===== src/rtl/menu_fsm_multi_if.sv =====
// rtl/menu_fsm_multi_if.sv - Front-end inputs and screen/arrow/control outputs of the menu flow controller
//
// Purpose: bundles the button/keyboard inputs and the render-side outputs of
// menu_fsm_multi so the racer top level can pass them as one port.
// Ports (members):
//   btnU/btnD/btnL/btnR  board buttons, level
//   key[5:0]             one-hot keys {esc,enter,right,left,down,up}, level
//   keycode[7:0]         raw scancode, nonzero while any key is held
//   *_visible            screen visibility flags
//   arrow_visible, arrow_xpos, arrow_ypos   selector arrow
//   car_sel, ctrl_sel    latched choices
//   controls[3:0]        {right,left,down,up} player input
// Modports: master drives the inputs (front end / bench), slave is the controller.

interface menu_fsm_multi_if;
  logic        btnU;
  logic        btnD;
  logic        btnL;
  logic        btnR;
  logic [5:0]  key;
  logic [7:0]  keycode;
  logic        title_visible;
  logic        car_select_visible;
  logic        control_select_visible;
  logic        game_visible;
  logic        pause_visible;
  logic        arrow_visible;
  logic [10:0] arrow_xpos;
  logic [10:0] arrow_ypos;
  logic [2:0]  car_sel;
  logic [1:0]  ctrl_sel;
  logic [3:0]  controls;

  modport master (
    output btnU, btnD, btnL, btnR, key, keycode,
    input  title_visible, car_select_visible, control_select_visible,
    input  game_visible, pause_visible, arrow_visible, arrow_xpos, arrow_ypos,
    input  car_sel, ctrl_sel, controls
  );

  modport slave (
    input  btnU, btnD, btnL, btnR, key, keycode,
    output title_visible, car_select_visible, control_select_visible,
    output game_visible, pause_visible, arrow_visible, arrow_xpos, arrow_ypos,
    output car_sel, ctrl_sel, controls
  );
endinterface


===== src/rtl/menu_fsm_multi.sv =====
// rtl/menu_fsm_multi.sv - Game-flow controller: title, car select, control select, game, pause
//
// Purpose: sequences the racer screens from edge-detected navigation events,
// tracks the selector arrow, latches the car/control choice and routes the
// chosen control scheme to the player control vector.
// Ports:
//   pclk  clock
//   rst   synchronous, active-high reset
//   io    menu_fsm_multi_if.slave (buttons/keys in, screen flags/arrow/choices/controls out)

module menu_fsm_multi #(
  parameter int NUM_CARS     = 2,
  parameter int NUM_CTRL     = 2,
  parameter int DELAY        = 10000000,
  parameter int ARROW_X0     = 270,
  parameter int ARROW_XSTEP  = 400,
  parameter int CAR_ARROW_Y  = 480,
  parameter int CTRL_ARROW_Y = 576
) (
  input logic             pclk,
  input logic             rst,
  menu_fsm_multi_if.slave io
);

  localparam int CW = $clog2(DELAY + 1);

  // Bit positions of the navigation event vector.
  localparam int E_CONF  = 0;
  localparam int E_LEFT  = 1;
  localparam int E_RIGHT = 2;
  localparam int E_BACK  = 3;
  localparam int E_ANY   = 4;
  localparam int E_ESC   = 5;

  typedef enum logic [2:0] {
    S_TITLE, S_CAR, S_CTRL, S_GAME, S_PAUSE, S_WAIT
  } state_t;

  state_t state, state_nx;
  state_t target, target_nx;   // screen entered when WAIT expires
  state_t src, src_nx;         // screen shown while in WAIT

  logic [5:0]    raw;
  logic [5:0]    samp_q;
  logic [5:0]    hist_q;
  logic [5:0]    ev;
  logic [CW-1:0] cnt;
  logic          wait_done;
  logic [2:0]    car_idx;
  logic [1:0]    ctrl_idx;
  logic [2:0]    car_sel_q;
  logic [1:0]    ctrl_sel_q;
  logic [3:0]    ctl_next;
  logic [3:0]    ctl_q;
  logic          mv_right;
  logic          mv_left;
  logic [10:0]   arrow_x;
  logic [10:0]   arrow_y;
  logic [10:0]   x_hold_q;
  logic [10:0]   y_hold_q;
  logic [2:0]    idx_sel;

  // Level view of the navigation inputs.
  always_comb begin
    raw         = '0;
    raw[E_CONF]  = io.btnU | io.key[4];
    raw[E_LEFT]  = io.btnL | io.key[2];
    raw[E_RIGHT] = io.btnR | io.key[3];
    raw[E_BACK]  = io.btnD | io.key[5];
    raw[E_ANY]   = io.btnU | io.btnD | io.btnL | io.btnR | (|io.key) | (|io.keycode);
    raw[E_ESC]   = io.key[5];
  end

  // Rising edge between the last two samples; both stages reset to ones so a
  // key held through reset never looks like a fresh press.
  assign ev        = samp_q & ~hist_q;
  assign wait_done = (state == S_WAIT) && (cnt == CW'(DELAY - 1));
  assign mv_right  = ev[E_RIGHT] & ~ev[E_LEFT];
  assign mv_left   = ev[E_LEFT] & ~ev[E_RIGHT];

  // State register.
  always_ff @(posedge pclk) begin
    if (rst) begin
      state  <= S_TITLE;
      target <= S_TITLE;
      src    <= S_TITLE;
    end else begin
      state  <= state_nx;
      target <= target_nx;
      src    <= src_nx;
    end
  end

  // Next-state logic.
  always_comb begin
    state_nx  = state;
    target_nx = target;
    src_nx    = src;
    case (state)
      S_TITLE: if (ev[E_ANY]) begin
        state_nx = S_WAIT; target_nx = S_CAR; src_nx = S_TITLE;
      end
      S_CAR: if (ev[E_CONF]) begin
        state_nx = S_WAIT; target_nx = S_CTRL; src_nx = S_CAR;
      end
      S_CTRL: begin
        if (ev[E_CONF]) begin
          state_nx = S_WAIT; target_nx = S_GAME; src_nx = S_CTRL;
        end else if (ev[E_BACK]) begin
          state_nx = S_WAIT; target_nx = S_CAR; src_nx = S_CTRL;
        end
      end
      S_GAME: if (ev[E_ESC]) state_nx = S_PAUSE;
      S_PAUSE: begin
        if (ev[E_CONF]) begin
          state_nx = S_GAME;
        end else if (ev[E_ESC]) begin
          state_nx = S_WAIT; target_nx = S_TITLE; src_nx = S_PAUSE;
        end
      end
      S_WAIT: if (wait_done) state_nx = target;
      default: state_nx = S_TITLE;
    endcase
  end

  // Control-scheme routing; the value is registered and only shown in GAME.
  always_comb begin
    case (ctrl_sel_q)
      2'd0:    ctl_next = io.key[3:0];
      2'd1:    ctl_next = {io.btnR, io.btnL, io.btnD, io.btnU};
      default: ctl_next = io.key[3:0] | {io.btnR, io.btnL, io.btnD, io.btnU};
    endcase
  end

  // Datapath: edge history, WAIT counter, selection indices and latches.
  always_ff @(posedge pclk) begin
    if (rst) begin
      samp_q     <= '1;
      hist_q     <= '1;
      cnt        <= '0;
      car_idx    <= '0;
      ctrl_idx   <= '0;
      car_sel_q  <= '0;
      ctrl_sel_q <= '0;
      ctl_q      <= '0;
      x_hold_q   <= '0;
      y_hold_q   <= '0;
    end else begin
      samp_q   <= raw;
      hist_q   <= samp_q;
      cnt      <= (state == S_WAIT && !wait_done) ? cnt + CW'(1) : '0;
      ctl_q    <= ctl_next;
      x_hold_q <= arrow_x;
      y_hold_q <= arrow_y;
      case (state)
        S_CAR: begin
          if (ev[E_CONF])
            car_sel_q <= car_idx;
          else if (mv_right)
            car_idx <= (car_idx == 3'(NUM_CARS - 1)) ? 3'd0 : car_idx + 3'd1;
          else if (mv_left)
            car_idx <= (car_idx == 3'd0) ? 3'(NUM_CARS - 1) : car_idx - 3'd1;
        end
        S_CTRL: begin
          if (ev[E_CONF])
            ctrl_sel_q <= ctrl_idx;
          else if (!ev[E_BACK]) begin
            if (mv_right)
              ctrl_idx <= (ctrl_idx == 2'(NUM_CTRL - 1)) ? 2'd0 : ctrl_idx + 2'd1;
            else if (mv_left)
              ctrl_idx <= (ctrl_idx == 2'd0) ? 2'(NUM_CTRL - 1) : ctrl_idx - 2'd1;
          end
        end
        S_WAIT: begin
          // Choices restart from the first entry whenever the title comes back.
          if (wait_done && target == S_TITLE) begin
            car_idx  <= '0;
            ctrl_idx <= '0;
          end
        end
        default: ;
      endcase
    end
  end

  // Output decode.
  always_comb begin
    state_t scr;
    scr = (state == S_WAIT) ? src : state;
    io.title_visible          = (scr == S_TITLE);
    io.car_select_visible     = (scr == S_CAR);
    io.control_select_visible = (scr == S_CTRL);
    io.game_visible           = (scr == S_GAME) || (scr == S_PAUSE);
    io.pause_visible          = (scr == S_PAUSE);
    io.arrow_visible          = (state == S_CAR) || (state == S_CTRL);
    io.controls               = (state == S_GAME) ? ctl_q : 4'd0;

    idx_sel = (state == S_CTRL) ? {1'b0, ctrl_idx} : car_idx;
    arrow_x = x_hold_q;
    arrow_y = y_hold_q;
    if (state == S_CAR || state == S_CTRL) begin
      arrow_x = 11'(ARROW_X0 + ARROW_XSTEP * int'(idx_sel));
      arrow_y = (state == S_CAR) ? 11'(CAR_ARROW_Y) : 11'(CTRL_ARROW_Y);
    end
  end

  assign io.arrow_xpos = arrow_x;
  assign io.arrow_ypos = arrow_y;
  assign io.car_sel    = car_sel_q;
  assign io.ctrl_sel   = ctrl_sel_q;

endmodule


===== src/flat_wrapper.sv =====
// flat-port wrapper written by rule: the top's interface ports become plain ports
module menu_fsm_multi_flat 
#(
  parameter int NUM_CARS     = 2,
  parameter int NUM_CTRL     = 2,
  parameter int DELAY        = 10000000,
  parameter int ARROW_X0     = 270,
  parameter int ARROW_XSTEP  = 400,
  parameter int CAR_ARROW_Y  = 480,
  parameter int CTRL_ARROW_Y = 576
)
  (pclk, rst, io_btnU, io_btnD, io_btnL, io_btnR, io_key, io_keycode, io_title_visible, io_car_select_visible, io_control_select_visible, io_game_visible, io_pause_visible, io_arrow_visible, io_arrow_xpos, io_arrow_ypos, io_car_sel, io_ctrl_sel, io_controls);
  menu_fsm_multi_if io_i ();
  input logic pclk;
  input logic rst;
  input wire logic [$bits(io_i.btnU)-1:0] io_btnU;
  input wire logic [$bits(io_i.btnD)-1:0] io_btnD;
  input wire logic [$bits(io_i.btnL)-1:0] io_btnL;
  input wire logic [$bits(io_i.btnR)-1:0] io_btnR;
  input wire logic [$bits(io_i.key)-1:0] io_key;
  input wire logic [$bits(io_i.keycode)-1:0] io_keycode;
  output wire logic [$bits(io_i.title_visible)-1:0] io_title_visible;
  output wire logic [$bits(io_i.car_select_visible)-1:0] io_car_select_visible;
  output wire logic [$bits(io_i.control_select_visible)-1:0] io_control_select_visible;
  output wire logic [$bits(io_i.game_visible)-1:0] io_game_visible;
  output wire logic [$bits(io_i.pause_visible)-1:0] io_pause_visible;
  output wire logic [$bits(io_i.arrow_visible)-1:0] io_arrow_visible;
  output wire logic [$bits(io_i.arrow_xpos)-1:0] io_arrow_xpos;
  output wire logic [$bits(io_i.arrow_ypos)-1:0] io_arrow_ypos;
  output wire logic [$bits(io_i.car_sel)-1:0] io_car_sel;
  output wire logic [$bits(io_i.ctrl_sel)-1:0] io_ctrl_sel;
  output wire logic [$bits(io_i.controls)-1:0] io_controls;
  assign io_i.btnU = io_btnU;
  assign io_i.btnD = io_btnD;
  assign io_i.btnL = io_btnL;
  assign io_i.btnR = io_btnR;
  assign io_i.key = io_key;
  assign io_i.keycode = io_keycode;
  assign io_title_visible = io_i.title_visible;
  assign io_car_select_visible = io_i.car_select_visible;
  assign io_control_select_visible = io_i.control_select_visible;
  assign io_game_visible = io_i.game_visible;
  assign io_pause_visible = io_i.pause_visible;
  assign io_arrow_visible = io_i.arrow_visible;
  assign io_arrow_xpos = io_i.arrow_xpos;
  assign io_arrow_ypos = io_i.arrow_ypos;
  assign io_car_sel = io_i.car_sel;
  assign io_ctrl_sel = io_i.ctrl_sel;
  assign io_controls = io_i.controls;
  menu_fsm_multi #(.NUM_CARS(NUM_CARS), .NUM_CTRL(NUM_CTRL), .DELAY(DELAY), .ARROW_X0(ARROW_X0), .ARROW_XSTEP(ARROW_XSTEP), .CAR_ARROW_Y(CAR_ARROW_Y), .CTRL_ARROW_Y(CTRL_ARROW_Y)) u_core (.pclk(pclk), .rst(rst), .io(io_i));
endmodule

===== config.mk =====
export PLATFORM = sky130hd
export DESIGN_NAME = menu_fsm_multi_flat
export DESIGN_NICKNAME = d
export VERILOG_FILES = /design/src/rtl/menu_fsm_multi_if.sv /design/src/rtl/menu_fsm_multi.sv /design/src/flat_wrapper.sv
export SDC_FILE = /design/constraint.sdc
export NUM_CORES = 1
export LEC_CHECK = 0
export BUFFER_PORTS_ARGS = -buffer_cell sky130_fd_sc_hd__buf_2
export CELL_PAD_IN_SITES_DETAIL_PLACEMENT = 0
export CELL_PAD_IN_SITES_GLOBAL_PLACEMENT = 1
export CORE_ASPECT_RATIO = 1.4
export CORE_MARGIN = 2
export CORE_UTILIZATION = 45
export DETAILED_ROUTE_END_ITERATION = 6
export PLACE_DENSITY = 0.88
export RECOVER_POWER = 100
export SETUP_SLACK_MARGIN = 0.3
export SLEW_MARGIN = 20
export SYNTH_ARGS = -nofsm -noshare
export SYNTH_HDL_FRONTEND = slang
export SYNTH_SLANG_ARGS = --single-unit
export TNS_END_PERCENT = 10

===== constraint.sdc =====
create_clock -name pclk -period 3.8 [get_ports pclk]
set_input_delay 0.38 -clock pclk [delete_from_list [all_inputs] [get_ports pclk]]
set_output_delay 0.38 -clock pclk [all_outputs]
set_load 0.01 [all_outputs]

# Word level (Yosys, flattened, before mapping)
# Index checks and enable logic that the tools add are counted.
word_totals:
  reg_bits: 81
  output_inout_bits: 37
  word_cells: 132
classes:
  n_addsub: 6
  multipliers: 1
  n_eq_ne: 27
  n_mux: 44
  bitwise_logic: 17
  n_reduce_logical: 24
op_table:
  columns: ["cell", "n"]
  rows:
  - ["2-to-1 mux 3 bit", 27]
  - ["adder 24 x 1 -> 24 bit, second input constant", 1]
  - ["equality test 24 bit, second input constant", 1]
  - ["case mux 3 bit (4 select lines)", 2]
  - ["2-to-1 mux 11 bit", 2]
  - ["case mux 3 bit (6 select lines)", 1]
  - ["2-to-1 mux 2 bit", 7]
  - ["equality test 3 x 2 -> 1 bit, second input constant", 4]
  - ["zero test 3 bit", 4]
  - ["!= test 3 x 1 -> 1 bit, second input constant", 4]
  - ["AND reduction 6 bit", 2]
  - ["adder 10 x 11 -> 11 bit, first input constant", 1]
  - ["2-to-1 mux 10 bit", 1]
  - ["!= test 2 x 1 -> 1 bit, second input constant", 5]
  - ["!= test 2 bit, second input constant", 5]
  - ["equality test 3 x 1 -> 1 bit, second input constant", 3]
  - ["equality test 3 bit, second input constant", 3]
  - ["bitwise OR 1 bit", 9]
  - ["case mux 4 bit (2 select lines)", 1]
  - ["OR reduction 8 bit", 1]
  - ["multiplier 5 x 3 -> 7 bit, first input constant", 1]
  - ["bitwise AND 6 bit", 1]
  - ["NOT 6 bit", 1]
  - ["case mux 3 bit (2 select lines)", 1]
  - ["21 further kinds", 31]

# Depth between registers and ports, before layout
# Gate-level depths: netlist (run 1).
logic_depth:
  ltp_word: 9
  depth_mapped: 11

# Worst setup path after synthesis (run 1)
# Ideal clock, no wire load.
synth_timing:
  path_kind: "register to output"
  from: "register u_core.state[2]"
  to: "output port io_arrow_xpos[10]"
  t_arrival_ps: 2193
  required_time_ps: 3420
  slack_ps: 1227
  path_stages_with_launch: 11
  n_path_buf: 0
  cell_sequence: "dfxtp_1 nor3b_2 mux2i_1 ha_1 inv_1 ha_1 ha_1 xnor2_1 xnor2_1 nand2_1 nand2_1"
synth_via:
  elab_chain_len: 5
  elab_cells_between_ends: 7
  classes_between: "add/sub: 1; mul: 1; eq/ne: 2; mux: 2; reduce/logical: 1"
synth_rtl:
  columns: ["element", "line_no", "text"]
  rows:
  - ["start: declaration", "menu_fsm_multi.sv:39", "state_t state, state_nx;"]
  - ["start signal: assignment", "menu_fsm_multi.sv:88", "state <= state_nx;"]
  - ["equality test 3 x 2 -> 1 bit", "menu_fsm_multi.sv:198, menu_fsm_multi.sv:201", null]
  - ["2-to-1 mux 3 bit", "menu_fsm_multi.sv:198", "idx_sel = (state == S_CTRL) ? {1'b0, ctrl_idx} : car_idx;"]
  - ["multiplier 5 x 3 -> 7 bit", "menu_fsm_multi.sv:202", "arrow_x = 11'(ARROW_X0 + ARROW_XSTEP * int'(idx_sel));"]
  - ["adder 10 x 11 -> 11 bit", "menu_fsm_multi.sv:202", null]
  - ["2-to-1 mux 11 bit (*)", "menu_fsm_multi.sv:201", "if (state == S_CAR || state == S_CTRL) begin"]
  - ["end: declaration", "flat_wrapper.sv:28", "output wire logic [$bits(io_i.arrow_xpos)-1:0] io_arrow_xpos;"]
# Mark *: on every way between the ends. The rest lies on a longest branch, timed or not.

# Worst setup path after layout (run 1)
layout_timing:
  from: "register u_core.state[1]"
  to: "output port io_arrow_xpos[10]"
# Same word-level chain as after synthesis.

==> flow_metrics.py, run 1 <==
metrics = {
    "job": {
        "cap_violations": 0,
    },
    "detailed_routing": {
        "viasPerCell": 5.33,
        "via_count": 3047,
        "postRouteAntennaNets": 0,
        "firstDrtPassIters": 4,
        "drt_iter0_markers": 77,
        "drc": 0,
        "wl_per_cell_um": 13.7,
        "wirelength_um": 7830,
    },
    "final_layout": {
        "drive_above_1_share_pct": 13.8,
        "final_core_util_pct": 52.6,
        "nets": 493,
        "register_area_um2": 1600,
        "diodes": 0,
        "area_delta_synth_final_pct": 15.1,
        "final.fill_count": 780,
        "multiInputGateArea_um2": 1930,
    },
    "worst_setup_path": {
        "r2r_slack_ps": 1100,
        "worstSetupPathType": "reg -> out",
        "reg2reg_from": "u_core.state[1]$_SDFFE_PP0P_",
        "cp_common_cell": "ha_1",
        "crit_path_cell_trace": "nor3b_4 -> mux2i_1 -> ha_1 -> inv_1 -> ha_1 -> ha_1 -> xnor2_1 -> xnor2_1 -> nand2_1 -> nand2_1 -> clkbuf_1",
        "end_kind": "output port",
        "critPathRequiredTime_ps": 3420,
        "critPathSlowestCell": "dfxtp_1",
        "arrival_ps": 2990,
        "r2r_cells": 11,
        "max_stage_delay_ps": 570,
        "crit_fanout": 15,
        "critPathLaunchType": "flip-flop",
        "r2r-end": "u_core.x_hold_q[10]$_SDFF_PP0_",
    },
    "synth": {
        "synth_enable_flop_cells": 0,
        "postSynthAreaPerCell_um2": 8.90,
        "yosysUniqueCellTypes": 55,
        "ys_ff_latch": 80,
        "synth-main-ff-cell": "dfxtp_1",
        "synthCells": 413,
        "yosysSeqAreaShare_pct": 43.6,
        "ys_async_sr_fraction_pct": 0,
        "synthesis.nets": 440,
        "yosys_warnings": 0,
        "netlist_area_um2": 3680,
    },
    "status": {
        "outcome": "finished clean",
    },
    "clocking": {
        "root_buffer": "clkbuf_16",
        "cts_setup_buffers": 0,
        "path_clk_slew_ps": 60,
        "clock_latency_ps": 330,
        "clockBufferDepth": 2,
        "cts_resized": 0,
        "clock_sinks": 80,
        "cts_hold_buf": 0,
        "htree_levels": 3,
        "numCtsBuffers": 9,
        "cts_tree": "yes",
    },
    "power_and_ir_drop": {
        "switchingPower_uw": 735,
        "powerDensity_nw_per_um2": 540,
        "p_int_uw": 1550,
        "p_leak_uw": 0.00164,
        "peakVddDrop_uv": 331,
        "clockPowerShare_pct": 34.3,
        "switching_share_pct": 32.2,
        "p_seq_share_pct": 41.7,
        "combPwrFrac_pct": 23.9,
    },
    "floorplan": {
        "ios": 57,
        "core_area_um2": 8050,
        "placementRows": 39,
        "initial_core_util_pct": 45.7,
        "die_h_um": 111,
        "design.die.area_um2": 8920,
        "fp.dieW_um": 80.4,
    },
    "hold_path": {
        "hp-class": "in -> reg",
        "worstHoldStart": "io_key[5]",
        "whs_path_depth": 2,
        "min_to": "u_core.samp_q[5]$_SDFF_PP1_",
    },
    "global_route": {
        "antenna_found_initial": 0,
        "grtUsageTotal_pct": 18.4,
        "grt_max_degree": 33,
        "grt.overflow.total": 0,
        "grt_pass1_wl_um": 12900,
        "grt_pass1_vias": 2842,
    },
    "sta": {
        "hold_viol_final": 0,
        "final-setup-viol-count": 0,
        "tightest_slew_ps": 1360,
        "timing.final.crit_period_ps": 3370,
        "finalCritPeriodShare_pct": 88.7,
        "rsz0062_at_grt": "false",
        "setup_tns_ps": 0,
        "fmax_mhz": 297,
        "finClkSkew_ps": 4.81,
        "drv_slew": 0,
        "hold_slack_ps": 241,
        "slew-limit-headroom_pct": 9.40,
    },
    "placement": {
        "place.gp.congestion": 0.905,
        "io_buffers": 56,
        "hpwlAfterDp_um": 5540,
    },
}
==> worst max-delay path by stage <==
stage,end,startpoint,slack (ps)
2_1_floorplan,io_arrow_xpos[10],u_core.state[2]$_SDFFE_PP0P_,1230
3_3_place_gp,io_arrow_xpos[10],u_core.state[1]$_SDFFE_PP0P_,760
3_5_place_dp,io_arrow_xpos[10],u_core.state[1]$_SDFFE_PP0P_,710
4_1_cts,io_arrow_xpos[10],u_core.state[1]$_SDFFE_PP0P_,340
5_1_grt,io_arrow_xpos[10],u_core.state[1]$_SDFFE_PP0P_,180
6_report,io_arrow_xpos[10],u_core.state[1]$_SDFFE_PP0P_,430
==> layer usage <==
| layer | GRT usage [%] | up-vias | routed length, um |
|---|---|---|---|
| met3 | 3.50 | 23 | 312 |
| met1 | 21.6 | 1408 | 3350 |
| met5 | 0 | - | 0 |
| met2 | 30.3 | 75 | 3890 |
| met4 | 11.1 | 0 | 281 |
| li1 | - | 1541 | - |
==> logic make-up after synthesis <==
| family | share of synthesized area [%] |
|---|---|
| compound gates | 9.63 |
| fa+ha+maj | 2.38 |
| mux | 2.42 |
| flops | 43.6 |
| simple gates | 32.0 |
| buf+inv | 3.16 |
| xor+xnor | 6.91 |
==> through the flow <==
stage	setup WS [ps]	total power, uW	instances	area [um2]
finish	430	2280	572	4230
CTS	344	2340	572	4300
floorplan	1230	1370	413	3680
global route	180	2400	572	4230
detailed placement	710	1550	557	4030
global placement	762	1550	557	4030
==> cell usage after synthesis (3+ instances only) <==
cell / number / area share, %
nor2_1: 38 / 3.9
ha_1: 7 / 2.4
or2_2: 8 / 1.4
dfxtp_1: 80 / 44
inv_1: 14 / 1.4
buf_2: 6 / 0.82
nand4_1: 10 / 1.7
a21oi_1: 14 / 1.9
mux2_2: 7 / 2.1
and2b_1: 3 / 0.61
nand3_1: 15 / 2.0
and3_1: 14 / 2.4
and2_1: 25 / 4.3
o41ai_1: 3 / 0.71
nor4_1: 6 / 1.0
o221a_2: 4 / 1.2
a31oi_1: 4 / 0.68
nor3_1: 10 / 1.4
or3_1: 5 / 0.85
clkbuf_1: 9 / 0.92
nand2_1: 45 / 4.6
xnor2_1: 15 / 3.6
xor2_1: 14 / 3.3
o21ai_0: 4 / 0.54
nand2b_1: 11 / 1.9
o21a_1: 3 / 0.61
nor2b_1: 4 / 0.68
==> power groups by stage <==
stage	Sequential, uW	Clock (uW)	Combinational (uW)
after CTS	953	804	584
after global routing	962	837	607
after global placement	968	0	577
after detailed placement	971	0	582
final	953	784	547
after floorplan	954	0	412
==> sequential cells by signal, summed over array words and instances (netlist names) <==
register and cells:
u_core.x_hold_q 11, u_core.samp_q 6, u_core.io.ctrl_sel 2, u_core.ctl_q 4, u_core.state 3, u_core.src 3, u_core.io.car_sel 3, u_core.target 2
u_core.car_idx 3, u_core.y_hold_q 11, u_core.hist_q 6, u_core.cnt 24, u_core.ctrl_idx 2
==> cell usage in the layout, fill, tap and decap left out, drive strengths merged, types with 15 or more instances in the layout <==
cell	instances
nor2	38
dfxtp	80
xnor2	15
clkbuf	41
inv	16
and2	25
nand3	15
nand2	45
buf	25
==> layout make-up <==
type / instances / share of cell area (%)
clock inverter: 6 / 1.03
clock buffer: 9 / 5.32
sequential: 80 / 37.8
inverter: 14 / 1.24
timing repair buffer: 57 / 5.85
tap: 102 / 3.02
multi-input combinational: 304 / 45.7
==> critical path: cells and delay by family, from the launching register on <==
kind	cells	cell delay (ps)
mux	1	330
fa+ha+maj	3	700
simple gates	3	530
xor+xnor	2	300
buf+inv	2	210
flops	1	570
Note: power is estimated with default switching activity, not from simulation.
==> run 2, diff against run 1 <==
BUFFER_PORTS_ARGS = -buffer_cell sky130_fd_sc_hd__buf_4   (was -buffer_cell sky130_fd_sc_hd__buf_2)
==> run 2 against run 1 <==
Compared with the run above:
- critical path depth unchanged
- largest power group is now clock
- first-iteration DRC count up 29%
- via count up 0.39%
- critical path type unchanged
- clock skew up 2.5 ps
- largest cell class unchanged
- power up 10%
==> flow_metrics.py, run 2 (synthesized netlist as in run 1, its figures left out) <==
metrics = {
    "status": {
        "outcome": "finished clean",
    },
    "detailed_routing": {
        "wirelength_um": 8090,
        "drc": 0,
        "viasPerCell": 5.34,
        "wl_per_cell_um": 14.1,
        "postRouteAntennaNets": 0,
        "drt_iter0_markers": 99,
        "firstDrtPassIters": 4,
        "via_count": 3059,
    },
    "global_route": {
        "grt_pass1_wl_um": 13400,
        "grt_max_degree": 33,
        "grt.overflow.total": 0,
        "antenna_found_initial": 0,
        "grt_pass1_vias": 2974,
        "grtUsageTotal_pct": 19.4,
    },
    "clocking": {
        "numCtsBuffers": 9,
        "clock_sinks": 80,
        "cts_hold_buf": 0,
        "clock_latency_ps": 330,
        "path_clk_slew_ps": 60,
        "htree_levels": 3,
        "cts_tree": "yes",
        "clockBufferDepth": 2,
        "root_buffer": "clkbuf_16",
        "cts_setup_buffers": 0,
    },
    "hold_path": {
        "hp-class": "in -> reg",
    },
    "floorplan": {
        "fp.dieW_um": 80.4,
        "initial_core_util_pct": 45.7,
        "ios": 57,
        "design.die.area_um2": 8920,
        "die_h_um": 111,
        "placementRows": 39,
        "core_area_um2": 8050,
    },
    "worst_setup_path": {
        "arrival_ps": 2890,
        "critPathLaunchType": "flip-flop",
        "worstSetupPathType": "reg -> out",
        "end_kind": "output port",
        "critPathRequiredTime_ps": 3420,
        "crit_fanout": 16,
    },
    "final_layout": {
        "final_common_cell": "dfxtp_1",
        "largest_reg_flops": 24,
        "area_delta_synth_final_pct": 19.8,
        "design_area_um2": 4410,
        "diodes": 0,
        "multiInputGateArea_um2": 1950,
        "nets": 493,
        "drive_above_1_share_pct": 14.9,
        "final.fill_count": 762,
        "final_core_util_pct": 54.7,
        "layout_common_cells": "dfxtp_1, nand2_1, nor2_1, clkbuf_1, buf_4",
        "register_area_um2": 1600,
        "largest_register": "u_core.cnt",
        "reg_top3": "u_core.cnt (24), u_core.x_hold_q (11), u_core.y_hold_q (11)",
    },
    "sta": {
        "timing.final.crit_period_ps": 3270,
        "tightest_slew_ps": 1260,
        "finalCritPeriodShare_pct": 86.1,
        "fmax_mhz": 306,
        "drv_slew": 0,
        "setup_tns_ps": 0,
        "finClkSkew_ps": 7.31,
        "worst_slack_ps": 530,
        "final-setup-viol-count": 0,
        "hold_viol_final": 0,
        "rsz0062_at_grt": "false",
        "slew-limit-headroom_pct": 15.9,
    },
    "power_and_ir_drop": {
        "p_int_uw": 1790,
        "switching_share_pct": 28.8,
        "clockPowerShare_pct": 40.1,
        "combPwrFrac_pct": 22.0,
        "peakVddDrop_uv": 353,
        "p_seq_share_pct": 37.9,
        "p_leak_uw": 0.00171,
        "powerDensity_nw_per_um2": 571,
        "switchingPower_uw": 724,
    },
    "placement": {
        "hpwlAfterDp_um": 5790,
        "place_area_um2": 4170,
        "place.gp.congestion": 0.901,
        "io_buffers": 56,
        "post-place-ws_ps": 720,
    },
    "job": {
        "cap_violations": 0,
    },
}
run 2: cell types whose count changed in the layout (fill, tap and decap cells not counted), sizes merged:
| cell | delta |
|---|---|
| clkinv | -3 |
| inv | -1 |
| bufinv | +3 |
| clkinvlp | -1 |
| buf | +3 |
run 2: layer usage:
metal / part of all wire, % / routed length [um] / GRT usage [%]
met1: 41 / 3310 / 20.7
met2: 51 / 4130 / 33.4
met3: 3.9 / 316 / 4.23
met4: 4.2 / 336 / 12.7
met5: 0 / 0 / 0
run 2: power by group through the flow:
stage          Clock (uW)  Sequential (uW)  Combinational [uW]
2_1_floorplan           0              954                 412
3_3_place_gp            0              967                 642
3_5_place_dp            0              970                 646
4_1_cts              1030              953                 650
5_1_grt              1060              964                 615
6_report             1010              955                 554
run 2: worst max-delay path, cell delays in order, from the launching register on:
cell,delay [ps]
dfxtp_1,500
nor3b_4,390
mux2i_1,320
ha_1,280
inv_1,60
ha_1,220
ha_1,200
xnor2_1,160
xnor2_1,130
nand2_1,60
nand2_1,80
clkbuf_1,150
run 2: area by class of cell:
class,count,area share (%)
flip-flops and latches,80,36.4
clock buffers,12,5.82
inverters,14,1.19
repair buffers,57,7.24
clock inverters,4,2.24
multi-input cells,304,44.2
well taps,102,2.90
run 2: per-stage QoR:
step / power (uW) / hold slack (ps) / cells
floorplan: 1370 / 409 / 413
global placement: 1610 / 416 / 557
detailed placement: 1620 / 422 / 557
CTS: 2630 / 223 / 573
global route: 2630 / 233 / 573
finish: 2520 / 236 / 573
run 2: timing repair:
action,CTS,global route
endpoints found under the hold margin,0,0
gates resized for setup,0,2
endpoints found under the setup margin,0,1
run 2: worst paths after layout:
check                               startpoint                              to  slack [ps]  depth (start not counted)
hold / removal                       io_key[5]     u_core.samp_q[5]$_SDFF_PP1_         240                          2
setup reg to reg  u_core.state[0]$_SDFFE_PP0P_  u_core.car_idx[1]$_SDFFE_PP0P_        1010                          5
hold reg to reg    u_core.samp_q[2]$_SDFF_PP1_     u_core.hist_q[2]$_SDFF_PP1_         430                          1
setup / recovery  u_core.state[2]$_SDFFE_PP0P_               io_arrow_xpos[10]         530                         11
